File: src/rtl/pipelined_ctrl_unit_if.sv
// Control-unit bus: ID-stage instruction fields in, per-stage control words out.
interface pipelined_ctrl_unit_if #(
  parameter int REGW   = 5,
  parameter int ALUOPW = 3,
  parameter int CNTW   = 16
);
  logic              id_valid;
  logic [5:0]        op_code;
  logic [REGW-1:0]   rs;
  logic [REGW-1:0]   rt;
  logic [REGW-1:0]   rd;
  logic              flush;
  logic              stall;
  logic              id_jump;
  logic [1:0]        id_branch;
  logic [1:0]        ex_regdst;
  logic [ALUOPW-1:0] ex_aluop;
  logic              ex_alusrc;
  logic [REGW-1:0]   ex_dst;
  logic              mem_memread;
  logic              mem_memwrite;
  logic [REGW-1:0]   mem_dst;
  logic              wb_regwrite;
  logic [1:0]        wb_memtoreg;
  logic [REGW-1:0]   wb_dst;
  logic              illegal;
  logic [CNTW-1:0]   stall_cnt;

  modport slave (
    input  id_valid, op_code, rs, rt, rd, flush,
    output stall, id_jump, id_branch, ex_regdst, ex_aluop, ex_alusrc, ex_dst,
           mem_memread, mem_memwrite, mem_dst, wb_regwrite, wb_memtoreg, wb_dst,
           illegal, stall_cnt
  );

  modport master (
    output id_valid, op_code, rs, rt, rd, flush,
    input  stall, id_jump, id_branch, ex_regdst, ex_aluop, ex_alusrc, ex_dst,
           mem_memread, mem_memwrite, mem_dst, wb_regwrite, wb_memtoreg, wb_dst,
           illegal, stall_cnt
  );
endinterface

File: src/rtl/pipelined_ctrl_unit.sv
// MIPS 5-stage decode control: opcode decode, load-use stall, flush bubbles,
// control word pipelining through ID/EX, EX/MEM, MEM/WB, illegal flag, stall counter.
module pipelined_ctrl_unit #(
  parameter int REGW   = 5,
  parameter int ALUOPW = 3,
  parameter int CNTW   = 16
) (
  input logic                  clk,
  input logic                  rst,
  pipelined_ctrl_unit_if.slave bus
);
  localparam logic [5:0] OP_R    = 6'b000000;
  localparam logic [5:0] OP_J    = 6'b000010;
  localparam logic [5:0] OP_JAL  = 6'b000011;
  localparam logic [5:0] OP_BEQ  = 6'b000100;
  localparam logic [5:0] OP_BNE  = 6'b000101;
  localparam logic [5:0] OP_ADDI = 6'b001000;
  localparam logic [5:0] OP_SLTI = 6'b001010;
  localparam logic [5:0] OP_ANDI = 6'b001100;
  localparam logic [5:0] OP_ORI  = 6'b001101;
  localparam logic [5:0] OP_LW   = 6'b100011;
  localparam logic [5:0] OP_SW   = 6'b101011;

  logic [1:0]        d_regdst;
  logic [ALUOPW-1:0] d_aluop;
  logic              d_alusrc, d_memread, d_memwrite, d_regwrite;
  logic [1:0]        d_memtoreg;
  logic              d_jump;
  logic [1:0]        d_branch;
  logic              d_known, d_uses_rt;
  logic [REGW-1:0]   d_dst;

  always_comb begin
    d_regdst   = '0;
    d_aluop    = '0;
    d_alusrc   = 1'b0;
    d_memread  = 1'b0;
    d_memwrite = 1'b0;
    d_regwrite = 1'b0;
    d_memtoreg = '0;
    d_jump     = 1'b0;
    d_branch   = '0;
    d_known    = 1'b1;
    d_uses_rt  = 1'b0;
    case (bus.op_code)
      OP_R:    begin d_regdst = 2'b01; d_aluop = ALUOPW'(3'b010); d_regwrite = 1'b1; d_uses_rt = 1'b1; end
      OP_LW:   begin d_alusrc = 1'b1; d_memread = 1'b1; d_memtoreg = 2'b01; d_regwrite = 1'b1; end
      OP_SW:   begin d_alusrc = 1'b1; d_memwrite = 1'b1; d_uses_rt = 1'b1; end
      OP_BEQ:  begin d_aluop = ALUOPW'(3'b001); d_branch = 2'b01; d_uses_rt = 1'b1; end
      OP_BNE:  begin d_aluop = ALUOPW'(3'b001); d_branch = 2'b10; d_uses_rt = 1'b1; end
      OP_J:    d_jump = 1'b1;
      OP_JAL:  begin d_regdst = 2'b10; d_memtoreg = 2'b10; d_jump = 1'b1; d_regwrite = 1'b1; end
      OP_ADDI: begin d_alusrc = 1'b1; d_regwrite = 1'b1; end
      OP_ANDI: begin d_aluop = ALUOPW'(3'b100); d_alusrc = 1'b1; d_regwrite = 1'b1; end
      OP_ORI:  begin d_aluop = ALUOPW'(3'b011); d_alusrc = 1'b1; d_regwrite = 1'b1; end
      OP_SLTI: begin d_aluop = ALUOPW'(3'b101); d_alusrc = 1'b1; d_regwrite = 1'b1; end
      default: d_known = 1'b0;
    endcase
  end

  // Non-writing instructions carry dst=0 so they can never match a hazard compare.
  always_comb begin
    d_dst = bus.rt;
    if (d_regdst == 2'b01) d_dst = bus.rd;
    else if (d_regdst == 2'b10) d_dst = REGW'(31);
    if (!d_regwrite) d_dst = '0;
  end

  logic [1:0]        ex_regdst_q;
  logic [ALUOPW-1:0] ex_aluop_q;
  logic              ex_alusrc_q, ex_memread_q, ex_memwrite_q, ex_regwrite_q;
  logic [1:0]        ex_memtoreg_q;
  logic [REGW-1:0]   ex_dst_q;
  logic              mem_memread_q, mem_memwrite_q, mem_regwrite_q;
  logic [1:0]        mem_memtoreg_q;
  logic [REGW-1:0]   mem_dst_q;
  logic              wb_regwrite_q;
  logic [1:0]        wb_memtoreg_q;
  logic [REGW-1:0]   wb_dst_q;
  logic              illegal_q;
  logic [CNTW-1:0]   stall_cnt_q;

  logic hazard, stall, bubble_in, id_live;

  assign id_live   = bus.id_valid & ~bus.flush;
  assign hazard    = ex_memread_q & (ex_dst_q != '0) &
                     ((ex_dst_q == bus.rs) | (d_uses_rt & (ex_dst_q == bus.rt)));
  assign stall     = id_live & hazard;
  assign bubble_in = stall | bus.flush | ~bus.id_valid;

  always_ff @(posedge clk or posedge rst) begin
    if (rst) begin
      ex_regdst_q    <= '0;
      ex_aluop_q     <= '0;
      ex_alusrc_q    <= 1'b0;
      ex_memread_q   <= 1'b0;
      ex_memwrite_q  <= 1'b0;
      ex_regwrite_q  <= 1'b0;
      ex_memtoreg_q  <= '0;
      ex_dst_q       <= '0;
      mem_memread_q  <= 1'b0;
      mem_memwrite_q <= 1'b0;
      mem_regwrite_q <= 1'b0;
      mem_memtoreg_q <= '0;
      mem_dst_q      <= '0;
      wb_regwrite_q  <= 1'b0;
      wb_memtoreg_q  <= '0;
      wb_dst_q       <= '0;
      illegal_q      <= 1'b0;
      stall_cnt_q    <= '0;
    end else begin
      if (bubble_in) begin
        ex_regdst_q   <= '0;
        ex_aluop_q    <= '0;
        ex_alusrc_q   <= 1'b0;
        ex_memread_q  <= 1'b0;
        ex_memwrite_q <= 1'b0;
        ex_regwrite_q <= 1'b0;
        ex_memtoreg_q <= '0;
        ex_dst_q      <= '0;
      end else begin
        ex_regdst_q   <= d_regdst;
        ex_aluop_q    <= d_aluop;
        ex_alusrc_q   <= d_alusrc;
        ex_memread_q  <= d_memread;
        ex_memwrite_q <= d_memwrite;
        ex_regwrite_q <= d_regwrite;
        ex_memtoreg_q <= d_memtoreg;
        ex_dst_q      <= d_dst;
      end
      mem_memread_q  <= ex_memread_q;
      mem_memwrite_q <= ex_memwrite_q;
      mem_regwrite_q <= ex_regwrite_q;
      mem_memtoreg_q <= ex_memtoreg_q;
      mem_dst_q      <= ex_dst_q;
      wb_regwrite_q  <= mem_regwrite_q;
      wb_memtoreg_q  <= mem_memtoreg_q;
      wb_dst_q       <= mem_dst_q;
      illegal_q      <= id_live & ~d_known;
      if (stall && stall_cnt_q != '1) stall_cnt_q <= stall_cnt_q + CNTW'(1);
    end
  end

  assign bus.stall        = stall;
  assign bus.id_jump      = id_live & d_jump;
  assign bus.id_branch    = id_live ? d_branch : 2'b00;
  assign bus.ex_regdst    = ex_regdst_q;
  assign bus.ex_aluop     = ex_aluop_q;
  assign bus.ex_alusrc    = ex_alusrc_q;
  assign bus.ex_dst       = ex_dst_q;
  assign bus.mem_memread  = mem_memread_q;
  assign bus.mem_memwrite = mem_memwrite_q;
  assign bus.mem_dst      = mem_dst_q;
  assign bus.wb_regwrite  = wb_regwrite_q;
  assign bus.wb_memtoreg  = wb_memtoreg_q;
  assign bus.wb_dst       = wb_dst_q;
  assign bus.illegal      = illegal_q;
  assign bus.stall_cnt    = stall_cnt_q;
endmodule

File: src/flat_wrapper.sv
// flat-port wrapper written by rule: the top's interface ports become plain ports
module pipelined_ctrl_unit_flat 
#(
  parameter int REGW   = 5,
  parameter int ALUOPW = 3,
  parameter int CNTW   = 16
)
  (clk, rst, bus_id_valid, bus_op_code, bus_rs, bus_rt, bus_rd, bus_flush, bus_stall, bus_id_jump, bus_id_branch, bus_ex_regdst, bus_ex_aluop, bus_ex_alusrc, bus_ex_dst, bus_mem_memread, bus_mem_memwrite, bus_mem_dst, bus_wb_regwrite, bus_wb_memtoreg, bus_wb_dst, bus_illegal, bus_stall_cnt);
  pipelined_ctrl_unit_if #(.REGW(REGW), .ALUOPW(ALUOPW), .CNTW(CNTW)) bus_i ();
  input logic clk;
  input logic rst;
  input wire logic [$bits(bus_i.id_valid)-1:0] bus_id_valid;
  input wire logic [$bits(bus_i.op_code)-1:0] bus_op_code;
  input wire logic [$bits(bus_i.rs)-1:0] bus_rs;
  input wire logic [$bits(bus_i.rt)-1:0] bus_rt;
  input wire logic [$bits(bus_i.rd)-1:0] bus_rd;
  input wire logic [$bits(bus_i.flush)-1:0] bus_flush;
  output wire logic [$bits(bus_i.stall)-1:0] bus_stall;
  output wire logic [$bits(bus_i.id_jump)-1:0] bus_id_jump;
  output wire logic [$bits(bus_i.id_branch)-1:0] bus_id_branch;
  output wire logic [$bits(bus_i.ex_regdst)-1:0] bus_ex_regdst;
  output wire logic [$bits(bus_i.ex_aluop)-1:0] bus_ex_aluop;
  output wire logic [$bits(bus_i.ex_alusrc)-1:0] bus_ex_alusrc;
  output wire logic [$bits(bus_i.ex_dst)-1:0] bus_ex_dst;
  output wire logic [$bits(bus_i.mem_memread)-1:0] bus_mem_memread;
  output wire logic [$bits(bus_i.mem_memwrite)-1:0] bus_mem_memwrite;
  output wire logic [$bits(bus_i.mem_dst)-1:0] bus_mem_dst;
  output wire logic [$bits(bus_i.wb_regwrite)-1:0] bus_wb_regwrite;
  output wire logic [$bits(bus_i.wb_memtoreg)-1:0] bus_wb_memtoreg;
  output wire logic [$bits(bus_i.wb_dst)-1:0] bus_wb_dst;
  output wire logic [$bits(bus_i.illegal)-1:0] bus_illegal;
  output wire logic [$bits(bus_i.stall_cnt)-1:0] bus_stall_cnt;
  assign bus_i.id_valid = bus_id_valid;
  assign bus_i.op_code = bus_op_code;
  assign bus_i.rs = bus_rs;
  assign bus_i.rt = bus_rt;
  assign bus_i.rd = bus_rd;
  assign bus_i.flush = bus_flush;
  assign bus_stall = bus_i.stall;
  assign bus_id_jump = bus_i.id_jump;
  assign bus_id_branch = bus_i.id_branch;
  assign bus_ex_regdst = bus_i.ex_regdst;
  assign bus_ex_aluop = bus_i.ex_aluop;
  assign bus_ex_alusrc = bus_i.ex_alusrc;
  assign bus_ex_dst = bus_i.ex_dst;
  assign bus_mem_memread = bus_i.mem_memread;
  assign bus_mem_memwrite = bus_i.mem_memwrite;
  assign bus_mem_dst = bus_i.mem_dst;
  assign bus_wb_regwrite = bus_i.wb_regwrite;
  assign bus_wb_memtoreg = bus_i.wb_memtoreg;
  assign bus_wb_dst = bus_i.wb_dst;
  assign bus_illegal = bus_i.illegal;
  assign bus_stall_cnt = bus_i.stall_cnt;
  pipelined_ctrl_unit #(.REGW(REGW), .ALUOPW(ALUOPW), .CNTW(CNTW)) u_core (.clk(clk), .rst(rst), .bus(bus_i));
endmodule
File: config.mk
export PLATFORM = sky130hd
export DESIGN_NAME = pipelined_ctrl_unit_flat
export DESIGN_NICKNAME = d
export VERILOG_FILES = /design/src/rtl/pipelined_ctrl_unit_if.sv /design/src/rtl/pipelined_ctrl_unit.sv /design/src/flat_wrapper.sv
export SDC_FILE = /design/constraint.sdc
export NUM_CORES = 1
export LEC_CHECK = 0
export ABC_AREA = 1
export CORE_MARGIN = 2
export CORE_UTILIZATION = 42
export CTS_BUF_LIST = sky130_fd_sc_hd__clkbuf_16
export DETAILED_ROUTE_END_ITERATION = 16
export GPL_TIMING_DRIVEN = 0
export PLACE_DENSITY = 0.75
export SLEW_MARGIN = 15
export SYNTH_ARGS = -nofsm -noshare
export SYNTH_HDL_FRONTEND = slang
export SYNTH_SLANG_ARGS = --single-unit
File: constraint.sdc
create_clock -name clk -period 1.9 [get_ports clk]
set_clock_uncertainty 0.2 [all_clocks]
set_input_delay 0.285 -clock clk [delete_from_list [all_inputs] [get_ports clk]]
set_output_delay 0.285 -clock clk [all_outputs]
set_load 0.05 [all_outputs]
Word-level counts from Yosys, hierarchy flattened. Cells that the tools add are included.

Muxes and demuxes: 23. Add/subtract/negate cells: 1. Eq/ne operators: 15. Reductions and logical operators: 9. Bitwise gates (word level): 13.

Operator list (number): $eq 6x4->1 const B (4); $mux 5 (4); $add 16x1->16 const B (1); $ne 16x16->1 const B (1); $pmux 3 s5 (1); $eq 6x2->1 const B (2); $eq 6x3->1 const B (2); $eq 6x6->1 const B (2); $pmux 2 s2 (3); $mux 1 (11); $reduce_or 11->1 (1); $eq 5x5->1 (2); $and 1x1->1 (7); $reduce_or 7->1 (1); $logic_not 6->1 (1); $mux 2 (3); $reduce_or 6->1 (1); $reduce_bool 5->1 (1); $reduce_or 2->1 (2); $reduce_or 4->1 (1); $mux 3 (1); $not 1->1 (3); $or 1x1->1 (3); $eq 2x1->1 const B (1); other kinds (2) (2).

Output and inout bits: 47. Bits in registers: 51.

Depth between registers and ports, before layout.
Word-level depth: 10. Mapped depth: 12.

Worst setup path before layout. No wires, ideal clock.

Path kind: register to output. Start: register u_core.ex_dst_q[0], in the netlist u_core.bus.ex_dst[0]. End: output bus_stall. Required time: 1.415 ns. Data arrival time: 1.989 ns. Path slack: -0.574 ns. Path buffers: 0. Stages on the path, launching flop included: 11. Cell sequence: dfrtp_1 -> inv_2 -> nand2_1 -> nand2_1 -> nor2_1 -> nand2_1 -> nor2_1 -> nand2_2 -> nand2_2 -> nand2_1 -> nor2_1.

Word-level cells in the longest chain between the ends: 5.

RTL lines: start, declared (line pipelined_ctrl_unit.sv:73) `logic [REGW-1:0] ex_dst_q;`; start signal, assigned (line pipelined_ctrl_unit.sv:129) `ex_dst_q <= d_dst;`; $eq 5x5->1 (line pipelined_ctrl_unit.sv:87) `((ex_dst_q == bus.rs) | (d_uses_rt & (ex_dst_q == bus.rt)));`; $and 1x1->1 (line pipelined_ctrl_unit.sv:87); $or 1x1->1 (line pipelined_ctrl_unit.sv:87); $and 1x1->1 * (line pipelined_ctrl_unit.sv:86) `assign hazard = ex_memread_q & (ex_dst_q != '0) &`; $and 1x1->1 * (line pipelined_ctrl_unit.sv:88) `assign stall = id_live & hazard;`; end, declared (line flat_wrapper.sv:18) `output wire logic [$bits(bus_i.stall)-1:0] bus_stall;`.

Every way passes the cells marked *; elsewhere a longest branch is shown, timed or not.

Final worst setup path.
Start: register u_core.ex_dst_q[1], in the netlist u_core.bus.ex_dst[1]. End: output bus_stall.

Same word-level chain as after synthesis.

==> results.cfg <==
[drt]
drt-initial-drc-count = 176
drtPass1Iterations = 4
viasPerCell = 4.99
wl_um = 6120
num_vias = 2184
antenna_left = 0
routedWlPerCell_um = 14.0
drc = 0

[critical_path]
critical_path.endpoint_type = output pin
regToRegSetupSlack_ns = -0.12
r2r-end = u_core.bus.stall_cnt[13]$_DFFE_PP0P_
r2r_cells = 12
critPathLaunchType = register
crit-reg2reg-launch = u_core.bus.ex_dst[1]$_DFF_PP0_
critical_path_class = reg -> out
crit_arrival_ns = 1.64
critPathRequiredTime_ns = 1.41
worstPathMaxFanout = 5

[global_routing]
grt_pass1_vias = 2081
antenna_found_initial = 0
grt_overflow = 0
grt_pass1_wl_um = 9830
grtUsageTotal_pct = 20.0
grt_max_degree = 36

[synthesis]
ys.flop_type = dfrtp_1
syn-cell-area_sq_mm = 0.00243
synth_xor_area_share_pct = 7.20
avgSynthCellArea_sq_um = 8.84
synth_seq_cells = 51
synthAdderAreaFrac_pct = 0.514
ys.warnings.count = 0
synth-simple-area-share_pct = 30.7
synth_top_family_by_area = simple AND/OR/NAND/NOR gates
ys_seq_area_share_pct = 52.5
synth_nets = 301
synthArstFlopShare_pct = 100
synth_edf_count = 0
synth_compound_area_share_pct = 2.57
yosysUniqueCellTypes = 27
muxShareOfSynthArea_pct = 0
synthCells = 275

[placed_design]
io_buffers = 71
pre_cts_ws_ns = -1.18
dp_hpwl_um = 4340
finalWeightedCongestion = 0.958
dp_cells = 419

[cts]
ctsHoldBuffers = 0
clock_latency_ns = 0.29
clkTransAtPathRegs_ns = 0.07
cts_buffer_depth = 2
root_buffer = clkbuf_16
cts_tree = built
cts_buffers = 5
clkSinkCount = 51
cts_max_level = 2

[finish]
nets = 391
final_cells = 438
syn_to_final_growth_pct = 45.4
drive_gt1_share_pct = 19.4
fillerInstances = 479
antenna_cells = 0

[die]
std_cell_rows = 27
pin_count = 72
initial_utilization_pct = 43.9
coreArea_sq_mm = 0.00554
die_w_um = 80.1
dieHeight_um = 80.1
dieArea_sq_mm = 0.00642

[pwr]
p_leak_nw = 1.94
combPwrFrac_pct = 8.7
p_sw_share_pct = 24.0
powerDensity_mw_per_mm2 = 620
ir_drop_uv = 400
pwr-share-clk_pct = 41.3
intPower_w = 0.00166
seqPwrFrac_pct = 50.1
p_switching_w = 0.000526

[timing]
setup_viol = 17
fin_crit_sh_pct = 112
slew_viol_final = 0
rsz0062_at_grt = true
worst_slack_ns = -0.224
hold_viol = 0
fmax_mhz = 471
maxSlewHeadroom_pct = 65.1
tightest_slew_ns = 0.526
period_needed_ns = 2.12

[run_status]
violations = negative setup slack
outcome = finished with violations

[run]
drv_cap = 0

[min_path]
hold_class = in -> async
stage by stage:
step	total power [W]	cell area [sq um]	util [%]	hold slack, ns	setup TNS (ns)
2_1_floorplan	0.00122	2490	-	0.131	-0.760
3_3_place_gp	0.00130	3290	59.4	0.132	-55.66
4_1_cts	0.00221	3470	62.7	0.0946	-0.235
5_1_grt	0.00228	3540	63.8	0.117	-3.39
3_5_place_dp	0.00131	3310	59.8	0.136	-17.01
6_report	0.00219	3540	63.8	0.0831	-1.28
synthesized netlist by cell type, types with 2 or more instances:
| master | number | area share [%] |
|---|---|---|
| nor3_1 | 15 | 3.1 |
| o22ai_1 | 5 | 1.3 |
| nand3_1 | 17 | 3.5 |
| xor2_1 | 14 | 5.0 |
| nand2_1 | 65 | 10 |
| buf_6 | 2 | 0.93 |
| nand4_1 | 21 | 5.4 |
| inv_1 | 25 | 3.9 |
| a21oi_1 | 3 | 0.62 |
| inv_2 | 4 | 0.62 |
| nand2_2 | 4 | 1.0 |
| xnor2_1 | 6 | 2.2 |
| nor2_2 | 2 | 0.51 |
| clkbuf_1 | 2 | 0.31 |
| nor2_1 | 27 | 4.2 |
| dfrtp_1 | 51 | 52 |
| clkinv_1 | 2 | 0.31 |
critical path, cell delays in order, from the launching register on:
cell,delay [ns]
dfrtp_2,0.44
nand2_1,0.08
nand2_1,0.05
nor2_1,0.11
nand2_1,0.07
nor2_2,0.13
nand2_2,0.07
nand2_2,0.09
nand2_4,0.06
nor2_4,0.10
buf_8,0.15
layout by cell type, fill, tap and decap left out, types with 2 or more instances in the layout:
cell type and n:
nand2_2 7, dfrtp_2 15, clkbuf_16 5, nor3_1 15, nand4_1 21, clkinv_1 2, nand2_1 61, a21oi_1 3
nor2_2 4, nand3_1 15, nand2_4 2, inv_6 2, xor2_1 14, nor2_1 23, nor2_4 3, buf_2 3
o22ai_1 5, inv_1 24, buf_4 8, xnor2_1 6, dlymetal6s2s_1 3, buf_6 7, dfrtp_1 36, dlygate4sd2_1 48
inv_2 5, clkdlybuf4s50_1 16
timing repair:
action                     in CTS  in global routing
gates resized for setup        77                 17
setup buffers                   6                  3
gates cloned                    1                  1
pin swaps                       9                  7
setup endpoints to repair      76                 32
sequential cells by signal, summed over array words and instances, names as in the netlist, 2 cells and up:
signal                  count
u_core.bus.ex_dst           5
u_core.bus.ex_aluop         3
u_core.bus.ex_regdst        2
u_core.mem_memtoreg_q       2
u_core.bus.mem_dst          5
u_core.ex_memtoreg_q        2
u_core.bus.wb_dst           5
u_core.bus.stall_cnt       16
u_core.bus.wb_memtoreg      2
cells by family after synthesis:
family | count (synthesis)
xor+xnor | 20
flops | 51
simple gates | 157
buf+inv | 37
fa+ha+maj | 1
compound gates | 9
power by group through the flow:
stage / Sequential [W] / Combinational (W) / Clock [W]
after floorplan: 0.00114 / 0.0000725 / 0
after global placement: 0.00112 / 0.000186 / 0
after detailed placement: 0.00112 / 0.000194 / 0
after CTS: 0.00110 / 0.000190 / 0.000922
after global routing: 0.00110 / 0.000208 / 0.000975
final: 0.00110 / 0.000190 / 0.000904
final cells by class:
| class | instances | area, sq um | area share [%] |
|---|---|---|---|
| Sequential cell | 51 | 1290 | 36.6 |
| Multi-Input combinational cell | 187 | 1060 | 30.0 |
| Timing Repair Buffer | 83 | 768 | 21.7 |
| Clock buffer | 5 | 125 | 3.54 |
| Inverter | 31 | 116 | 3.29 |
| Tap cell | 72 | 90.1 | 2.55 |
| Buffer | 6 | 56.3 | 1.59 |
| Clock inverter | 3 | 22.5 | 0.637 |
worst max path at each step:
stage / endpoint / cells past startpoint / from / slack [ns]
after floorplan: u_core.bus.stall_cnt[5]$_DFFE_PP0P_ / 10 / u_core.bus.stall_cnt[0]$_DFFE_PP0P_ / -0.08
after global placement: bus_stall / 12 / bus_op_code[3] / -1.15
after detailed placement: bus_stall / 12 / bus_op_code[3] / -1.18
after global routing: bus_stall / 11 / u_core.bus.ex_dst[0]$_DFF_PP0_ / -0.32
after CTS: bus_stall / 10 / u_core.bus.ex_dst[1]$_DFF_PP0_ / -0.23
final: bus_stall / 10 / u_core.bus.ex_dst[1]$_DFF_PP0_ / -0.22
per-layer routing:
layer | vias to the layer above | track usage [%] | routed length (um)
met1 | 1047 | 25.4 | 2500
li1 | 1068 | - | -
met4 | 0 | 6.10 | 87
met5 | - | 0 | 0
met2 | 61 | 34.6 | 3210
met3 | 8 | 3.48 | 315
Note: power is estimated with default switching activity, not from simulation.
